`config.mk`:
```
export PLATFORM = sky130hd
export DESIGN_NAME = mc_control_fsm_flat
export DESIGN_NICKNAME = d
export VERILOG_FILES = /design/src/rtl/mc_control_fsm_if.sv /design/src/rtl/mc_control_fsm.sv /design/src/flat_wrapper.sv
export SDC_FILE = /design/constraint.sdc
export NUM_CORES = 1
export LEC_CHECK = 0
export CAP_MARGIN = 20
export CORE_AREA = 2 2 50 52
export CTS_CLUSTER_DIAMETER = 50
export DETAILED_ROUTE_END_ITERATION = 7
export DIE_AREA = 0 0 52 54
export GPL_ROUTABILITY_DRIVEN = 0
export GPL_TIMING_DRIVEN = 0
export MAX_ROUTING_LAYER = met4
export PLACE_DENSITY = 0.72
export REMOVE_ABC_BUFFERS = 1
export SLEW_MARGIN = 15
export SYNTH_ARGS = -nofsm -noshare
export SYNTH_HDL_FRONTEND = slang
export SYNTH_SLANG_ARGS = --single-unit
```
`constraint.sdc`:
```
create_clock -name clk -period 1.9 [get_ports clk]
set_input_delay 0.57 -clock clk [delete_from_list [all_inputs] [get_ports clk]]
set_output_delay 0.57 -clock clk [all_outputs]
set_load 0.02 [all_outputs]
```
`src/rtl/mc_control_fsm_if.sv`:
```
// -----------------------------------------------------------------------------
// mc_control_fsm_if
// Bundle between the multicycle main control unit and the MIPS-32 datapath.
//
// master modport (control unit side):
//   inputs  : opcode[5:0] (instr[31:26]), zero (ALU zero flag),
//             mem_ready (memory completes access this cycle)
//   outputs : iord, mem_read, mem_write, ir_write, reg_dst, mem_to_reg,
//             reg_write, alu_src_a, alu_src_b[1:0], pc_src[1:0], pc_en,
//             aluop[2:0], illegal, state[3:0]
// slave modport (datapath side): the same signals with directions reversed.
// -----------------------------------------------------------------------------
interface mc_control_fsm_if;
    logic [5:0] opcode;
    logic       zero;
    logic       mem_ready;

    logic       iord;
    logic       mem_read;
    logic       mem_write;
    logic       ir_write;
    logic       reg_dst;
    logic       mem_to_reg;
    logic       reg_write;
    logic       alu_src_a;
    logic [1:0] alu_src_b;
    logic [1:0] pc_src;
    logic       pc_en;
    logic [2:0] aluop;
    logic       illegal;
    logic [3:0] state;

    modport master (
        input  opcode, zero, mem_ready,
        output iord, mem_read, mem_write, ir_write, reg_dst, mem_to_reg,
               reg_write, alu_src_a, alu_src_b, pc_src, pc_en, aluop,
               illegal, state
    );

    modport slave (
        output opcode, zero, mem_ready,
        input  iord, mem_read, mem_write, ir_write, reg_dst, mem_to_reg,
               reg_write, alu_src_a, alu_src_b, pc_src, pc_en, aluop,
               illegal, state
    );
endinterface

```
`src/rtl/mc_control_fsm.sv`:
```
// -----------------------------------------------------------------------------
// mc_control_fsm
// Multicycle main control unit for the MIPS-32 core. Steps each instruction
// through fetch / decode / execute / memory / writeback states and produces
// the datapath enables plus the 3-bit ALU operation class.
//
// Ports:
//   clk  : system clock, all state updates on the rising edge
//   rst  : asynchronous active-high reset, forces FETCH immediately
//   bus  : mc_control_fsm_if.master
//          opcode/zero/mem_ready in; datapath enables, aluop, illegal and
//          the debug state code out.
//
// Outputs are a Moore decode of the state, except ir_write/pc_en in FETCH
// (qualified by mem_ready), pc_en in BRANCH (qualified by zero) and illegal
// in DECODE (decoded from the live opcode).
// -----------------------------------------------------------------------------
module mc_control_fsm #(
    parameter logic [3:0] RESET_STATE = 4'd0
) (
    input  logic               clk,
    input  logic               rst,
    mc_control_fsm_if.master   bus
);

    typedef enum logic [3:0] {
        S_FETCH  = 4'd0,
        S_DECODE = 4'd1,
        S_MEMADR = 4'd2,
        S_MEMRD  = 4'd3,
        S_MEMWB  = 4'd4,
        S_MEMWR  = 4'd5,
        S_EXEC   = 4'd6,
        S_ALUWB  = 4'd7,
        S_BRANCH = 4'd8,
        S_IMMEX  = 4'd9,
        S_IMMWB  = 4'd10,
        S_JUMP   = 4'd11
    } state_t;

    localparam logic [5:0] OP_RTYPE = 6'b000000;
    localparam logic [5:0] OP_J     = 6'b000010;
    localparam logic [5:0] OP_BEQ   = 6'b000100;
    localparam logic [5:0] OP_ADDI  = 6'b001000;
    localparam logic [5:0] OP_SLTI  = 6'b001010;
    localparam logic [5:0] OP_ANDI  = 6'b001100;
    localparam logic [5:0] OP_ORI   = 6'b001101;
    localparam logic [5:0] OP_LW    = 6'b100011;
    localparam logic [5:0] OP_SW    = 6'b101011;

    localparam logic [2:0] ALU_ADD   = 3'b000;
    localparam logic [2:0] ALU_SUB   = 3'b001;
    localparam logic [2:0] ALU_RTYPE = 3'b010;
    localparam logic [2:0] ALU_AND   = 3'b100;
    localparam logic [2:0] ALU_OR    = 3'b101;
    localparam logic [2:0] ALU_SLT   = 3'b110;

    state_t     cur_state;
    state_t     nxt_state;
    logic [5:0] op_lat;

    logic       iord;
    logic       mem_read;
    logic       mem_write;
    logic       ir_write;
    logic       reg_dst;
    logic       mem_to_reg;
    logic       reg_write;
    logic       alu_src_a;
    logic [1:0] alu_src_b;
    logic [1:0] pc_src;
    logic       pc_en;
    logic [2:0] aluop;
    logic       illegal;

    // ALU class for the immediate group; only reached with a valid imm opcode.
    function automatic logic [2:0] imm_aluop(input logic [5:0] op);
        logic [2:0] r;
        r = ALU_ADD;
        case (op)
            OP_ANDI: r = ALU_AND;
            OP_ORI:  r = ALU_OR;
            OP_SLTI: r = ALU_SLT;
            default: r = ALU_ADD;
        endcase
        return r;
    endfunction

    // State register and opcode latch. The opcode is captured on the DECODE
    // cycle so later states are immune to the instruction register changing.
    always_ff @(posedge clk or posedge rst) begin
        if (rst) begin
            cur_state <= state_t'(RESET_STATE);
            op_lat    <= '0;
        end else begin
            cur_state <= nxt_state;
            if (cur_state == S_DECODE) begin
                op_lat <= bus.opcode;
            end
        end
    end

    // Next-state and output decode.
    always_comb begin
        nxt_state  = S_FETCH;
        iord       = 1'b0;
        mem_read   = 1'b0;
        mem_write  = 1'b0;
        ir_write   = 1'b0;
        reg_dst    = 1'b0;
        mem_to_reg = 1'b0;
        reg_write  = 1'b0;
        alu_src_a  = 1'b0;
        alu_src_b  = 2'b00;
        pc_src     = 2'b00;
        pc_en      = 1'b0;
        aluop      = ALU_ADD;
        illegal    = 1'b0;

        case (cur_state)
            S_FETCH: begin
                // PC + 4 computed while the instruction is read; the IR and
                // PC only commit on the cycle memory delivers.
                mem_read  = 1'b1;
                alu_src_b = 2'b01;
                ir_write  = bus.mem_ready;
                pc_en     = bus.mem_ready;
                nxt_state = bus.mem_ready ? S_DECODE : S_FETCH;
            end
            S_DECODE: begin
                // Branch target precompute: PC + (imm << 2).
                alu_src_b = 2'b11;
                case (bus.opcode)
                    OP_LW, OP_SW:                      nxt_state = S_MEMADR;
                    OP_RTYPE:                          nxt_state = S_EXEC;
                    OP_BEQ:                            nxt_state = S_BRANCH;
                    OP_ADDI, OP_ANDI, OP_ORI, OP_SLTI: nxt_state = S_IMMEX;
                    OP_J:                              nxt_state = S_JUMP;
                    default: begin
                        illegal   = 1'b1;
                        nxt_state = S_FETCH;
                    end
                endcase
            end
            S_MEMADR: begin
                alu_src_a = 1'b1;
                alu_src_b = 2'b10;
                nxt_state = (op_lat == OP_SW) ? S_MEMWR : S_MEMRD;
            end
            S_MEMRD: begin
                iord      = 1'b1;
                mem_read  = 1'b1;
                nxt_state = bus.mem_ready ? S_MEMWB : S_MEMRD;
            end
            S_MEMWB: begin
                reg_write  = 1'b1;
                mem_to_reg = 1'b1;
                nxt_state  = S_FETCH;
            end
            S_MEMWR: begin
                // Strobe held for the full wait; memory takes it on mem_ready.
                iord      = 1'b1;
                mem_write = 1'b1;
                nxt_state = bus.mem_ready ? S_FETCH : S_MEMWR;
            end
            S_EXEC: begin
                alu_src_a = 1'b1;
                aluop     = ALU_RTYPE;
                nxt_state = S_ALUWB;
            end
            S_ALUWB: begin
                reg_write = 1'b1;
                reg_dst   = 1'b1;
                nxt_state = S_FETCH;
            end
            S_BRANCH: begin
                alu_src_a = 1'b1;
                aluop     = ALU_SUB;
                pc_src    = 2'b01;
                pc_en     = bus.zero;
                nxt_state = S_FETCH;
            end
            S_IMMEX: begin
                alu_src_a = 1'b1;
                alu_src_b = 2'b10;
                aluop     = imm_aluop(op_lat);
                nxt_state = S_IMMWB;
            end
            S_IMMWB: begin
                reg_write = 1'b1;
                nxt_state = S_FETCH;
            end
            S_JUMP: begin
                pc_src    = 2'b10;
                pc_en     = 1'b1;
                nxt_state = S_FETCH;
            end
            default: begin
                // Codes 12-15: all outputs stay 0, recover to FETCH.
                nxt_state = S_FETCH;
            end
        endcase
    end

    assign bus.iord       = iord;
    assign bus.mem_read   = mem_read;
    assign bus.mem_write  = mem_write;
    assign bus.ir_write   = ir_write;
    assign bus.reg_dst    = reg_dst;
    assign bus.mem_to_reg = mem_to_reg;
    assign bus.reg_write  = reg_write;
    assign bus.alu_src_a  = alu_src_a;
    assign bus.alu_src_b  = alu_src_b;
    assign bus.pc_src     = pc_src;
    assign bus.pc_en      = pc_en;
    assign bus.aluop      = aluop;
    assign bus.illegal    = illegal;
    assign bus.state      = cur_state;

endmodule

```
`src/flat_wrapper.sv`:
```
// flat-port wrapper written by rule: the top's interface ports become plain ports
module mc_control_fsm_flat 
#(
    parameter logic [3:0] RESET_STATE = 4'd0
)
  (clk, rst, bus_opcode, bus_zero, bus_mem_ready, bus_iord, bus_mem_read, bus_mem_write, bus_ir_write, bus_reg_dst, bus_mem_to_reg, bus_reg_write, bus_alu_src_a, bus_alu_src_b, bus_pc_src, bus_pc_en, bus_aluop, bus_illegal, bus_state);
  mc_control_fsm_if bus_i ();
  input  logic clk;
  input  logic rst;
  input wire logic [$bits(bus_i.opcode)-1:0] bus_opcode;
  input wire logic [$bits(bus_i.zero)-1:0] bus_zero;
  input wire logic [$bits(bus_i.mem_ready)-1:0] bus_mem_ready;
  output wire logic [$bits(bus_i.iord)-1:0] bus_iord;
  output wire logic [$bits(bus_i.mem_read)-1:0] bus_mem_read;
  output wire logic [$bits(bus_i.mem_write)-1:0] bus_mem_write;
  output wire logic [$bits(bus_i.ir_write)-1:0] bus_ir_write;
  output wire logic [$bits(bus_i.reg_dst)-1:0] bus_reg_dst;
  output wire logic [$bits(bus_i.mem_to_reg)-1:0] bus_mem_to_reg;
  output wire logic [$bits(bus_i.reg_write)-1:0] bus_reg_write;
  output wire logic [$bits(bus_i.alu_src_a)-1:0] bus_alu_src_a;
  output wire logic [$bits(bus_i.alu_src_b)-1:0] bus_alu_src_b;
  output wire logic [$bits(bus_i.pc_src)-1:0] bus_pc_src;
  output wire logic [$bits(bus_i.pc_en)-1:0] bus_pc_en;
  output wire logic [$bits(bus_i.aluop)-1:0] bus_aluop;
  output wire logic [$bits(bus_i.illegal)-1:0] bus_illegal;
  output wire logic [$bits(bus_i.state)-1:0] bus_state;
  assign bus_i.opcode = bus_opcode;
  assign bus_i.zero = bus_zero;
  assign bus_i.mem_ready = bus_mem_ready;
  assign bus_iord = bus_i.iord;
  assign bus_mem_read = bus_i.mem_read;
  assign bus_mem_write = bus_i.mem_write;
  assign bus_ir_write = bus_i.ir_write;
  assign bus_reg_dst = bus_i.reg_dst;
  assign bus_mem_to_reg = bus_i.mem_to_reg;
  assign bus_reg_write = bus_i.reg_write;
  assign bus_alu_src_a = bus_i.alu_src_a;
  assign bus_alu_src_b = bus_i.alu_src_b;
  assign bus_pc_src = bus_i.pc_src;
  assign bus_pc_en = bus_i.pc_en;
  assign bus_aluop = bus_i.aluop;
  assign bus_illegal = bus_i.illegal;
  assign bus_state = bus_i.state;
  mc_control_fsm #(.RESET_STATE(RESET_STATE)) u_core (.clk(clk), .rst(rst), .bus(bus_i));
endmodule
```
# Yosys cells after proc, flatten, opt, wreduce, memory -nomap -nowiden
# Cells that the tools add are included.
dict set report totals {
  regBits 10
  in_bits 10
  out_inout_bits 21
  word_cells 56
}
dict set report op_classes {
  muxes 21
  eq_ne 23
  n_reduce_logical 10
}
# op count
set ops {}
lappend ops {{equality test 6 x 4 -> 1 bit (second input constant)} 7}
lappend ops {{one-hot mux 4 bit (7 select lines)} 1}
lappend ops {{one-hot mux 4 bit (5 select lines)} 1}
lappend ops {{equality test 6 bit (second input constant)} 3}
lappend ops {{one-hot mux 3 bit (3 select lines)} 2}
lappend ops {{equality test 4 x 3 -> 1 bit (second input constant)} 4}
lappend ops {{equality test 4 bit (second input constant)} 4}
lappend ops {{2-to-1 mux 1 bit} 11}
lappend ops {{2-to-1 mux 3 bit} 3}
lappend ops {{OR reduction 9 bit} 1}
lappend ops {{equality test 4 x 2 -> 1 bit (second input constant)} 2}
lappend ops {{OR reduction 2 bit} 4}
lappend ops {{OR reduction 4 bit} 2}
lappend ops {{equality test 6 x 2 -> 1 bit (second input constant)} 1}
lappend ops {{equality test 6 x 3 -> 1 bit (second input constant)} 1}
lappend ops {{zero test 6 bit} 1}
lappend ops {{one-hot mux 2 bit (3 select lines)} 1}
lappend ops {{equality test 4 x 1 -> 1 bit (second input constant)} 1}
lappend ops {{zero test 4 bit} 1}
lappend ops {{one-hot mux 2 bit (2 select lines)} 1}
lappend ops {{one-hot mux 1 bit (3 select lines)} 1}
lappend ops {{OR reduction 3 bit} 1}

# Logic depth before layout (Yosys ltp)
# Gate-level depths: netlist (run 1).
dict set report depth {
  ltp_word 4
  depth_mapped 5
  ltp_nobuf 3
}

# Worst setup path before layout (run 1)
# No wires, ideal clock.
dict set report synth_path {
  path_kind {flip-flop to output port}
  start {reg u_core.cur_state[1] (netlist: u_core.bus.state[1])}
  end {out bus_aluop[0]}
  stages_incl_launch_ff 4
  t_arrival_ps 1652
  slack_ps -322
  path_buffers 0
  t_required_ps 1330
  cell_sequence {dfrtp_1 -> nand2b_1 -> or4_1 -> a21oi_1}
}
dict set report synth_between {
  elab_chain_len 2
  elab_cells_between_ends 4
  cone_classes {eq/ne: 3; mux: 1}
}
# item line
set synth_rtl {}
lappend synth_rtl {{start: declaration} mc_control_fsm.sv:58} ;# state_t cur_state;
lappend synth_rtl {{start signal: assignment} mc_control_fsm.sv:93} ;# cur_state <= state_t'(RESET_STATE);
lappend synth_rtl {{start signal: assignment} mc_control_fsm.sv:96} ;# cur_state <= nxt_state;
lappend synth_rtl {{equality test 4 bit or equality test 4 x 3 -> 1 bit (tied branches)} mc_control_fsm.sv:120} ;# case (cur_state)
lappend synth_rtl {{one-hot mux 3 bit (3 select lines) (*)} mc_control_fsm.sv:120}
lappend synth_rtl {{end: declaration} flat_wrapper.sv:24} ;# output wire logic [$bits(bus_i.aluop)-1:0] bus_aluop;
# Mark *: on every way between the ends. The rest lies on a longest branch, timed or not.

# Final worst setup path (run 1)
dict set report layout_path {
  start {reg u_core.op_lat[1]}
  end {out bus_aluop[0]}
}
dict set report layout_between {
  elab_chain_len 3
  elab_cells_between_ends 5
  cone_classes {eq/ne: 3; mux: 2}
}
# item line
set layout_rtl {}
lappend layout_rtl {{start: declaration} mc_control_fsm.sv:60} ;# logic [5:0] op_lat;
lappend layout_rtl {{start signal: assignment} mc_control_fsm.sv:98} ;# op_lat <= bus.opcode;
lappend layout_rtl {{equality test 6 x 4 -> 1 bit} mc_control_fsm.sv:80} ;# case (op)
lappend layout_rtl {{one-hot mux 3 bit (3 select lines) (*)} mc_control_fsm.sv:80}
lappend layout_rtl {{one-hot mux 3 bit (3 select lines) (*)} mc_control_fsm.sv:120}
# Marked as above.

==> results.cfg, run 1 <==
[final_layout]
final_common_cell = buf_4
fin_cells = 184
nets = 166
nFillCells = 174
drive_above_1_share = 0.552
diodes = 0
utilization = 0.680
syn_to_final_growth_pct = 89.2
layout_common_cells = buf_4, buf_6, mux2_1
final_area_sq_um = 1580

[run_status]
status = complete, but fails checks
violations = negative setup slack

[synth]
synth.distinct_cells = 38
synth_seq_area_share = 0.300
synthCells = 99
synth_warnings = 0
syn_avg_cell_area_sq_um = 8.42
syn_area_sq_um = 833
ys_ff_latch = 10

[clocking]
clock_latency_ps = 260
root_buffer = clkbuf_4
cts_tree = done
cts.path.max_buffers = 2
cts-buffers-inserted = 3
htreeDepth = 1
clk_pin_slew_ps = 60
cts.sinks = 10

[worst_setup_path]
crit_fanout = 2
crit_path_end_kind = output port
slowest_delay_ps = 520
arrival_ps = 1600
r2r-end = u_core.bus.state[2]$_DFF_PP0_
cp.required_ps = 1330
path_depth = 4
reg2reg_depth = 5
crit_slowest_cell = or4_4
worstPathCellList = nand3b_1 -> or4_4 -> a21oi_2 -> buf_6
crit_family = simple AND/OR/NAND/NOR gates
r2r_setup_slack_ps = 140
cp-start-kind = register
rr_startpoint = u_core.bus.state[1]$_DFF_PP0_
critPathKind = reg -> out
cp_num_buf_inv = 1

[placement]
placedCellCount = 154
place_hpwl_microns = 1580
portBuffers = 30
post_dp_cell_area_sq_um = 1150

[run]
cap_violations = 0

[sta]
finalSetupViolations = 11
fmax_mhz = 461
period_share = 1.14
timing.final.ws_setup_ps = -267
finClkSkew_ps = 3.44
period_needed_ps = 2170
grt_setup_unrepaired = true
tightest_slew_ps = 412
slew_headroom = 0.721
hold_viol = 0
slew_viol_final = 0

[route]
drtAntennaViolNets = 0
wirelength_microns = 2810
drc_errors = 0
drtIter0Drc = 5
wl_per_cell_microns = 15.3
via_count = 997
vias_per_cell = 5.42
first_pass_iters = 4

[pwr]
p_per_area_nw_per_um2 = 1370
total_leakage_power_nw = 0.708
finalPower_mw = 2.16
peakVddDrop_mv = 1.05

[die]
core_area_sq_um = 2320
dieArea_sq_um = 2810
dieWidth_microns = 52
top_level_ports = 31
dieHeight_microns = 54
fp-row-count = 18
initial_core_util = 0.359

[global_route]
grt_usage = 0.222
grt_max_degree = 11
grt_pass1_wl_microns = 4400
grt_overflow = 0
antenna_found_initial = 0
first_global_vias = 970

[hold_path]
hold_depth = 1
worstHoldPathType = reg -> reg
min-delay-start = u_core.op_lat[4]$_DFFE_PP0P_
hold_end = u_core.op_lat[4]$_DFFE_PP0P_
==> state kept, by name, summed over array words and instances (netlist names) <==
register,cells
u_core.op_lat,6
u_core.bus.state,4
==> worst max-delay path by stage <==
stage	slack, ps	endpoint	from
floorplan	-440	bus_aluop[0]	u_core.bus.state[1]$_DFF_PP0_
global placement	-1190	bus_illegal	bus_opcode[2]
detailed placement	-1180	bus_illegal	bus_opcode[2]
CTS	-280	bus_illegal	bus_opcode[2]
global route	-320	bus_aluop[0]	u_core.op_lat[1]$_DFFE_PP0P_
finish	-270	bus_aluop[0]	u_core.op_lat[1]$_DFFE_PP0P_
==> cells in the mapped netlist <==
library cell | instances | area (sq um)
clkbuf_1 | 5 | 18.8
o211ai_2 | 1 | 12.5
o21ai_0 | 1 | 5.00
or4_1 | 1 | 7.51
and3b_1 | 1 | 8.76
and4b_1 | 1 | 10.0
nand3b_1 | 2 | 15.0
o41a_1 | 1 | 11.3
or3b_1 | 3 | 26.3
inv_2 | 1 | 3.75
mux2_2 | 1 | 11.3
o22ai_1 | 1 | 6.26
nor2b_1 | 2 | 12.5
or2b_1 | 1 | 7.51
mux2_1 | 7 | 78.8
a21o_1 | 1 | 7.51
or4_4 | 1 | 11.3
nand2b_1 | 8 | 50.1
nor4_1 | 3 | 18.8
nand4_1 | 1 | 6.26
dfrtp_1 | 10 | 250
and2_1 | 2 | 12.5
o221ai_1 | 1 | 8.76
and3_1 | 2 | 12.5
o21ai_1 | 3 | 15.0
xor2_1 | 1 | 8.76
nor4b_4 | 1 | 23.8
o31a_1 | 1 | 8.76
nor2_1 | 11 | 41.3
a22o_1 | 1 | 8.76
nor3b_1 | 1 | 7.51
nand2_1 | 7 | 26.3
o211ai_1 | 1 | 7.51
nor4b_1 | 1 | 8.76
a31oi_1 | 1 | 6.26
nor3_1 | 6 | 30.0
inv_1 | 2 | 7.51
a21oi_1 | 4 | 20.0
==> metal layers <==
layer	up-vias	routed length, microns	GRT usage
li1	482	-	-
met1	478	1100	0.239
met2	31	1540	0.418
met3	6	128	0.0417
met4	0	49	0.0526
met5	-	0	-
==> stage by stage <==
step / setup WS (ps) / hold slack (ps) / setup TNS, ps
floorplan: -444 / 410 / -1160
global placement: -1190 / 463 / -9430
detailed placement: -1180 / 476 / -9600
CTS: -284 / 508 / -1110
global route: -324 / 524 / -2170
finish: -267 / 506 / -1450
==> cell families (layout without fill, tap and decap cells) <==
family | count (synthesis) | after routing | share of synthesized area
multiplexers | 8 | 8 | 0.108
flip-flops | 10 | 10 | 0.300
AND/OR/NAND/NOR | 55 | 55 | 0.404
XOR/XNOR | 1 | 1 | 0.0105
AO/OA/AOI/OAI | 17 | 17 | 0.141
buffers and inverters | 8 | 63 | 0.0360
==> power breakdown <==
part | switching [mW] | internal, mW
Sequential | 0.119 | 0.313
Clock | 0.0663 | 0.0729
Combinational | 0.784 | 0.805
==> what timing repair did <==
item	4_1_cts	5_1_grt
setup endpoints to repair	21	17
gates resized for setup	142	38
pin swaps	12	14
cloned	0	0
buffers inserted	25	4
hold buffers	0	0
==> layout make-up <==
type / instances / area [sq um] / area share
Sequential cell: 10 / 255 / 0.162
Inverter: 3 / 11.3 / 0.00714
Multi-Input combinational cell: 81 / 721 / 0.457
Tap cell: 30 / 37.5 / 0.0238
Timing Repair Buffer: 57 / 529 / 0.336
Clock buffer: 3 / 22.5 / 0.0143
No activity file was read; power rests on OpenSTA's default activity.
==> run 2, diff against run 1 <==
--- a/config.mk
+++ b/config.mk
@@ -8,6 +8,7 @@
 export CAP_MARGIN = 20
 export CORE_AREA = 2 2 50 52
 export CTS_CLUSTER_DIAMETER = 50
+export CTS_CLUSTER_SIZE = 28
 export DETAILED_ROUTE_END_ITERATION = 7
 export DIE_AREA = 0 0 52 54
 export GPL_ROUTABILITY_DRIVEN = 0
@@ -19,3 +20,4 @@
 export SYNTH_ARGS = -nofsm -noshare
 export SYNTH_HDL_FRONTEND = slang
 export SYNTH_SLANG_ARGS = --single-unit
+export TNS_END_PERCENT = 5
==> constraint.sdc (replaced) <==
create_clock -name clk -period 1.9 [get_ports clk]
set_input_delay 0.475 -clock clk [delete_from_list [all_inputs] [get_ports clk]]
set_output_delay 0.475 -clock clk [all_outputs]
set_load 0.02 [all_outputs]
==> results.cfg, run 2 (same netlist as run 1, synthesis figures left out) <==
[run_status]
status = complete, but fails checks
violations = negative setup slack

[route]
via_count = 945
first_pass_iters = 4
wirelength_microns = 2590
drc_errors = 0
drtIter0Drc = 12
drtAntennaViolNets = 0
wl_per_cell_microns = 14.3
vias_per_cell = 5.22

[placement]
post_dp_cell_area_sq_um = 1150
portBuffers = 30
place_hpwl_microns = 1580
placedCellCount = 154

[pwr]
peakVddDrop_mv = 0.861
finalPower_mw = 1.87
power_frac_clock = 0.076
pwr-share-comb = 0.697
power.internal_mw = 1.02
swShare = 0.454
p_per_area_nw_per_um2 = 1340
power_switching_mw = 0.847
total_leakage_power_nw = 0.676
power_frac_seq = 0.227

[global_route]
grt_max_degree = 14
grt_pass1_wl_microns = 4220
antenna_found_initial = 0
grt_usage = 0.212
grt_overflow = 0
first_global_vias = 911

[clocking]
cts.sinks = 10
hold_buffers = 0
cts_tree = done
clock_latency_ps = 270
htreeDepth = 1
cts.path.max_buffers = 2
clk_pin_slew_ps = 60
cts-buffers-inserted = 3
root_buffer = clkbuf_4

[final_layout]
final_common_cell = buf_4
nets = 163
syn_to_final_growth_pct = 67.7
final_area_sq_um = 1400
fin_cells = 181
layout_common_cells = buf_4, nor2_1, mux2_1, nand2_1, buf_2
diodes = 0
largest_register_ffs = 6
regMostFlops = u_core.op_lat
drive_above_1_share = 0.477
utilization = 0.602

[sta]
slew_headroom = 0.682
period_needed_ps = 2150
hold_ws_ps = 485
fmax_mhz = 465
period_share = 1.13
timing.final.ws_setup_ps = -249
hold_viol = 0
slew_viol_final = 0
finClkSkew_ps = 8.52
grt_setup_unrepaired = true
tightest_slew_ps = 471
finalSetupViolations = 6

[die]
core_area_sq_um = 2320
initial_core_util = 0.359
dieHeight_microns = 54
top_level_ports = 31
dieArea_sq_um = 2810
dieWidth_microns = 52
fp-row-count = 18

[run]
cap_violations = 0

[worst_setup_path]
crit_path_end_kind = output port
cp.required_ps = 1420
cp-start-kind = register
crit_fanout = 5
arrival_ps = 1670
critPathKind = reg -> out

[hold_path]
worstHoldPathType = in -> async
==> run 2: power by group through the flow <==
stage | registers, mW | logic [mW] | clock network (mW)
after floorplan | 0.457 | 0.603 | 0
after detailed placement | 0.466 | 1.00 | 0
final | 0.424 | 1.30 | 0.142
after global placement | 0.463 | 0.980 | 0
after CTS | 0.428 | 1.16 | 0.142
after global routing | 0.443 | 1.40 | 0.163
==> run 2: worst paths after layout <==
check                                               from                            end  slack, ps  depth (start not counted)
max                        u_core.bus.state[1]$_DFF_PP0_                   bus_aluop[0]       -250                          4
min                                                  rst   u_core.op_lat[2]$_DFFE_PP0P_        490                          2
max reg2reg                u_core.bus.state[1]$_DFF_PP0_   u_core.op_lat[1]$_DFFE_PP0P_        260                          5
min reg2reg                 u_core.op_lat[3]$_DFFE_PP0P_   u_core.op_lat[3]$_DFFE_PP0P_        490                          1
max in group asynchronous                            rst  u_core.bus.state[2]$_DFF_PP0_       1100                          2
min in group clk            u_core.op_lat[3]$_DFFE_PP0P_   u_core.op_lat[3]$_DFFE_PP0P_        490                          1
==> run 2: stage by stage <==
stage | setup WS [ps] | setup TNS (ps)
2_1_floorplan | -349 | -577
4_1_cts | -269 | -1450
5_1_grt | -292 | -1410
3_5_place_dp | -991 | -7440
3_3_place_gp | -997 | -7240
6_report | -249 | -742
==> run 2: critical path, stage by stage (launching register included) <==
cell      delay [ps]
dfrtp_2          430
nand2b_4         170
or4_4            520
a21oi_2          130
buf_4            150
==> run 2: layout make-up <==
| class | count | area [sq um] |
|---|---|---|
| clock buffers | 3 | 22.5 |
| fillers | 205 | 922 |
| inverters | 3 | 11.3 |
| multi-input cells | 81 | 647 |
| flip-flops and latches | 10 | 255 |
| well taps | 30 | 37.5 |
| repair buffers | 54 | 424 |
==> run 2: timing repair <==
action | CTS | global route
setup buffers | 19 | 5
gates resized for setup | 88 | 33
pin swaps | 3 | 3
endpoints found under the setup margin | 21 | 19
==> run 2: per-layer routing <==
layer  global-route usage  up-vias  wire (microns)  share of wire
li1                     -      472               -              -
met1                0.244      439            1080           0.42
met2                0.367       30            1330           0.52
met3               0.0472        4             148          0.057
met4               0.0658        0              21         0.0081
met5                    -        -               0              0
